File: config.mk
export PLATFORM = sky130hd
export DESIGN_NAME = stopwatch_top
export DESIGN_NICKNAME = d
export VERILOG_FILES = /design/src/rtl/stopwatch_top.sv
export SDC_FILE = /design/constraint.sdc
export NUM_CORES = 1
export LEC_CHECK = 0
export BUFFER_PORTS_ARGS = -buffer_cell sky130_fd_sc_hd__buf_4
export CAP_MARGIN = 10
export CORE_MARGIN = 2
export CORE_UTILIZATION = 30
export CTS_BUF_LIST = sky130_fd_sc_hd__clkbuf_8 sky130_fd_sc_hd__clkbuf_16
export DETAILED_ROUTE_END_ITERATION = 10
export RECOVER_POWER = 100
export SYNTH_ARGS = -nofsm -noshare
export SYNTH_HDL_FRONTEND = slang
export SYNTH_SLANG_ARGS = --single-unit
File: constraint.sdc
create_clock -name clk -period 4.05 [get_ports clk]
set_input_delay 0.6075 -clock clk [delete_from_list [all_inputs] [get_ports clk]]
set_output_delay 0.6075 -clock clk [all_outputs]
set_load 0.02 [all_outputs]
File: src/rtl/stopwatch_top.sv
// stopwatch_top: MM:SS stopwatch with adjust/pause control, driving a 4-digit
// multiplexed active-low 7-segment display.
module stopwatch_top #(
  parameter int ONE_HZ_DIV  = 100000000,
  parameter int TWO_HZ_DIV  = 50000000,
  parameter int REFRESH_DIV = 100000,
  parameter int BLINK_DIV   = 25000000
) (
  input  logic       clk,
  input  logic       rst,
  input  logic       sel,
  input  logic       adj,
  input  logic       pause,
  output logic [3:0] anode_vec,
  output logic [6:0] cathode_vec
);
  localparam int W1 = ONE_HZ_DIV > 1 ? $clog2(ONE_HZ_DIV) : 1;
  localparam int W2 = TWO_HZ_DIV > 1 ? $clog2(TWO_HZ_DIV) : 1;
  localparam int WR = REFRESH_DIV > 1 ? $clog2(REFRESH_DIV) : 1;
  localparam int WB = BLINK_DIV > 1 ? $clog2(BLINK_DIV) : 1;
  logic [W1-1:0] one_q, one_d;
  logic [W2-1:0] two_q, two_d;
  logic [WR-1:0] ref_q, ref_d;
  logic [WB-1:0] blk_q, blk_d;
  logic one_tick, two_tick, ref_tick, blk_tick;
  logic [1:0] sel_q, adj_q, pause_q;
  logic pause_prev_q, paused_q, paused_d;
  logic [3:0] sec_o_q, sec_o_d, sec_t_q, sec_t_d, min_o_q, min_o_d, min_t_q, min_t_d;
  logic [1:0] scan_q, scan_d;
  logic blink_q, blink_d;
  logic [3:0] anode_q, anode_d, digit;
  logic [6:0] cathode_q, cathode_d, seg;
  logic adj_s, sel_s, run, sec_max, min_max, inc_s, inc_m;
  always_comb begin
    one_tick = one_q == W1'(ONE_HZ_DIV - 1);
    two_tick = two_q == W2'(TWO_HZ_DIV - 1);
    ref_tick = ref_q == WR'(REFRESH_DIV - 1);
    blk_tick = blk_q == WB'(BLINK_DIV - 1);
    one_d = one_tick ? '0 : one_q + W1'(1);
    two_d = two_tick ? '0 : two_q + W2'(1);
    ref_d = ref_tick ? '0 : ref_q + WR'(1);
    blk_d = blk_tick ? '0 : blk_q + WB'(1);
    adj_s = adj_q[1];
    sel_s = sel_q[1];
    paused_d = paused_q ^ (pause_q[1] & ~pause_prev_q);
    run = !paused_q;
    sec_max = sec_t_q == 4'd5 && sec_o_q == 4'd9;
    min_max = min_t_q == 4'd5 && min_o_q == 4'd9;
    // Adjust mode bumps one field with no carry; normal mode carries seconds into minutes
    inc_s = run && (adj_s ? two_tick && sel_s : one_tick);
    inc_m = run && (adj_s ? two_tick && !sel_s : one_tick && sec_max);
    sec_o_d = !inc_s ? sec_o_q : sec_o_q == 4'd9 ? 4'd0 : sec_o_q + 4'd1;
    sec_t_d = !inc_s || sec_o_q != 4'd9 ? sec_t_q : sec_max ? 4'd0 : sec_t_q + 4'd1;
    min_o_d = !inc_m ? min_o_q : min_o_q == 4'd9 ? 4'd0 : min_o_q + 4'd1;
    min_t_d = !inc_m || min_o_q != 4'd9 ? min_t_q : min_max ? 4'd0 : min_t_q + 4'd1;
    scan_d = scan_q + {1'b0, ref_tick};
    blink_d = blink_q ^ blk_tick;
    digit = scan_q == 2'd0 ? sec_o_q : scan_q == 2'd1 ? sec_t_q : scan_q == 2'd2 ? min_o_q : min_t_q;
    case (digit)
      4'd0:    seg = 7'b1000000;
      4'd1:    seg = 7'b1111001;
      4'd2:    seg = 7'b0100100;
      4'd3:    seg = 7'b0110000;
      4'd4:    seg = 7'b0011001;
      4'd5:    seg = 7'b0010010;
      4'd6:    seg = 7'b0000010;
      4'd7:    seg = 7'b1111000;
      4'd8:    seg = 7'b0000000;
      4'd9:    seg = 7'b0010000;
      default: seg = 7'b1111111;
    endcase
    anode_d = ~(4'b0001 << scan_q);
    // scan_q[1] marks the minutes digits; blank whichever field is being adjusted
    cathode_d = adj_s && blink_q && (sel_s ^ scan_q[1]) ? 7'b1111111 : seg;
  end
  always_ff @(posedge clk) begin
    if (!rst) begin
      one_q <= '0;
      two_q <= '0;
      ref_q <= '0;
      blk_q <= '0;
      sel_q <= '0;
      adj_q <= '0;
      pause_q <= '0;
      pause_prev_q <= 1'b0;
      paused_q <= 1'b0;
      sec_o_q <= '0;
      sec_t_q <= '0;
      min_o_q <= '0;
      min_t_q <= '0;
      scan_q <= '0;
      blink_q <= 1'b0;
      anode_q <= '1;
      cathode_q <= '1;
    end else begin
      one_q <= one_d;
      two_q <= two_d;
      ref_q <= ref_d;
      blk_q <= blk_d;
      sel_q <= {sel_q[0], sel};
      adj_q <= {adj_q[0], adj};
      pause_q <= {pause_q[0], pause};
      pause_prev_q <= pause_q[1];
      paused_q <= paused_d;
      sec_o_q <= sec_o_d;
      sec_t_q <= sec_t_d;
      min_o_q <= min_o_d;
      min_t_q <= min_t_d;
      scan_q <= scan_d;
      blink_q <= blink_d;
      anode_q <= anode_d;
      cathode_q <= cathode_d;
    end
  end
  assign anode_vec = anode_q;
  assign cathode_vec = cathode_q;
endmodule

==> key figures <==
Run status
  • Status: finished clean

Clocking
  • Setup bufs post-CTS: 0
  • TritonCTS clock tree: yes
  • Resized Gates After CTS: 0
  • Clock Sink Count: 133
  • Clock Latency Late Sink: 430 ps
  • Inserted Clock Buffers: 17
  • Root Buffer: clkbuf_16
  • Clk buf depth: 2
  • Hold_buf cts: 0
  • H-tree levels: 4
  • Clock-pin slew on the worst setup and hold paths: 50 ps

Worst setup path
  • Critical path's slowest cell: or4_1
  • CP Max Fanout: 9
  • Buf/Inv on CP: 0
  • CP Cell Sequence: ha_1 -> and4_1 -> nand2_1 -> or4_1 -> o22ai_1 -> or4b_1 -> o21ai_0
  • Required time worst endpoint: 4390 ps
  • Critical path class: reg -> reg
  • Startpoint types: flop
  • Data arrival, critical path: 3220 ps
  • Critical Path Max Stage Delay: 650 ps
  • Crit-path leading delay family: simple AND/OR/NAND/NOR gates
  • Endpoint class of the critical path: flop

Routing
  • WL/cell: 11.3 µm
  • Drt drc: 0
  • Initial DRC count: 319
  • WL final: 10900 µm
  • Routed Antenna Nets: 0
  • DR vias/cell: 4.61
  • DR pass1 iterations: 4
  • Total number of vias: 4436

STA
  • Max-slew violation count: 0
  • Worst-Margin Slew: 1010 ps
  • Setup violators final: 0
  • Fin crit share: 71.2%
  • RSZ-0062 raised after global routing: no
  • Rel. slew slack: 32.0%
  • Setup TNS: 0 ps
  • Period minus WS final: 2880 ps
  • Setup Skew: 16.8 ps
  • Fin. Hold Viols: 0
  • Maximum clock rate: 347 MHz

Global routing
  • First-pass GRT wire length: 18600 µm
  • Gr usage total: 11.1%
  • Overflow after GRT: 0
  • Initial antenna violation count: 0
  • Number of global-route vias before repair: 4101
  • Largest net degree at the start of global routing: 36

Logic synthesis
  • Seq cells post-synth: 133
  • Synth async-reset ratio: 0%
  • Synth unique cells: 55
  • Cell Area, Synth: 5890 µm²
  • Syn Nets: 683
  • Largest area contributor in the netlist: dfxtp_1
  • Post-synth top area share: 45.2%
  • Post-synth EDFFs: 0
  • Register area share after synthesis: 45.2%
  • Ranking of synthesized cells by area: dfxtp_1, nor2_1, xor2_1
  • Syn avg cell area: 8.81 µm²
  • Ys Warns: 0
  • Syn Inst Count: 669
  • Synth Flop Type: dfxtp_1

Placed design
  • GPL Wtd Cong: 0.818
  • Detail Placement HPWL: 7260 µm
  • PortBufs: 15
  • Dpl cells: 931

Power and ir drop
  • Lkg Pwr: 2.36 nW
  • Worst IR Drop VDD: 0.360 mV
  • Switch Pwr: 603 µW
  • Pint: 2.27 mW
  • Final Power: 2.87 mW
  • Sequential Power Share: 46.7%
  • Clk network pwr share: 51.3%
  • Sw Share: 21.0%
  • Pwr Density: 426 nW/µm²
  • Logic pwr share: 2.0%

Final layout
  • N_diodes: 0
  • Layout cells sized above 1: 6.59%
  • Final net count: 699
  • Layout area overhead: 14.4%
  • Layout Cells excl Fill: 963

Floorplan
  • Io pins: 16
  • Placeable Area: 19400 µm²
  • Die width: 144 µm
  • Die ar.: 20800 µm²
  • Die height: 144 µm
  • # rows: 51
  • Initial Util: 30.4%

Worst hold path
  • HP Class: in -> reg

Flow run
  • Max Cap Viol: 0
worst paths after layout:
check / from / endpoint / slack (ps) / depth (start not counted)
max: one_q[0]$_SDFF_PP0_ / sec_o_q[0]$_SDFFE_PN0P_ / 1170 / 7
min: adj / adj_q[0]$_SDFF_PN0_ / 390 / 2
max reg2reg: one_q[0]$_SDFF_PP0_ / sec_o_q[0]$_SDFFE_PN0P_ / 1170 / 7
min reg2reg: pause_q[0]$_SDFF_PN0_ / pause_q[1]$_SDFF_PN0_ / 430 / 1
metal layers:
metal | routed length (µm) | GRT usage [%]
met5 | 0 | 0
met4 | 129 | 4.60
met3 | 285 | 3.38
met2 | 5070 | 18.0
met1 | 5430 | 13.8
worst register-to-register path: stages (launching register included):
cell and delay (ps):
dfxtp_1 370, ha_1 220, and4_1 280, nand2_1 180, or4_1 660, o22ai_1 530, or4b_1 480, o21ai_0 80
power by group through the flow:
stage / clock network [mW] / logic (mW) / registers (mW)
5_1_grt: 1.57 / 0.0675 / 1.34
3_3_place_gp: 0 / 0.0627 / 1.37
4_1_cts: 1.51 / 0.0635 / 1.34
6_report: 1.47 / 0.0589 / 1.34
3_5_place_dp: 0 / 0.0631 / 1.37
2_1_floorplan: 0 / 0.0412 / 1.37
Yosys cell counts (2+ instances only):
cell / number
ha_1: 9
dfxtp_1: 133
a21oi_1: 13
inv_1: 16
nand2_1: 59
o21ai_0: 10
nand2b_1: 6
or4bb_1: 2
nand3_1: 50
nor3_1: 18
a31oi_1: 2
clkbuf_1: 17
a211o_1: 2
nand3b_1: 5
mux2i_1: 7
and3_2: 4
nor2_1: 122
or3_1: 14
xor2_1: 51
nor4b_1: 2
nor4_1: 5
nor2b_1: 3
xnor2_1: 36
o22ai_1: 2
mux4_2: 4
and2_1: 11
or4_1: 3
nand4_1: 21
o2111ai_1: 2
and3_1: 12
and4_1: 4
through the flow:
stage / utilization, % / worst slack [ps] / hold slack, ps / area, µm²
2_1_floorplan: - / 1710 / 412 / 5890
3_3_place_gp: 32.3 / 1590 / 418 / 6260
3_5_place_dp: 32.3 / 1540 / 419 / 6260
4_1_cts: 35.2 / 1530 / 380 / 6830
5_1_grt: 34.8 / 943 / 384 / 6740
6_report: 34.8 / 1170 / 391 / 6740
cell usage in the layout, fill, tap and decap left out, drive strengths merged, types with 9 or more instances in the layout:
| cell | Yosys | layout |
|---|---|---|
| dfxtp | 133 | 133 |
| or3 | 14 | 14 |
| nor2 | 122 | 122 |
| o21ai | 10 | 10 |
| xor2 | 51 | 51 |
| and2 | 11 | 11 |
| nand4 | 21 | 21 |
| ha | 9 | 9 |
| clkbuf | 17 | 30 |
| xnor2 | 36 | 36 |
| nor3 | 18 | 18 |
| nand3 | 50 | 50 |
| inv | 16 | 19 |
| nand2 | 60 | 60 |
| and3 | 16 | 16 |
| a21oi | 13 | 13 |
sequential cells by signal (all words and copies together) (netlist names), 4 cells and up:
signal	count
sec_o_q	4
ref_q	17
sec_t_q	4
min_t_q	4
min_o_q	4
one_q	27
blk_q	25
two_q	26
cathode_vec	7
anode_vec	4
cell families (layout without fill, tap and decap cells):
group / after synthesis / after routing / synth area share, %
and+or+nand+nor: 353 / 353 / 30.0
DFF: 133 / 133 / 45.2
xor gates and xnor gates: 87 / 87 / 12.9
AOI/OAI and AO/OA: 41 / 41 / 4.76
buffers and inverters: 34 / 63 / 2.29
muxes: 12 / 12 / 2.91
adders and majority gates: 9 / 9 / 1.91
layout make-up:
cell class / instances / area (µm²)
timing repair buffer: 15 / 71.3
sequential: 133 / 2660
inverter: 16 / 60.1
clock inverter: 13 / 116
clock buffer: 19 / 453
tap: 265 / 332
multi-input combinational: 502 / 3050
fill: 2026 / 12700
Note: power is estimated with default switching activity, not from simulation.
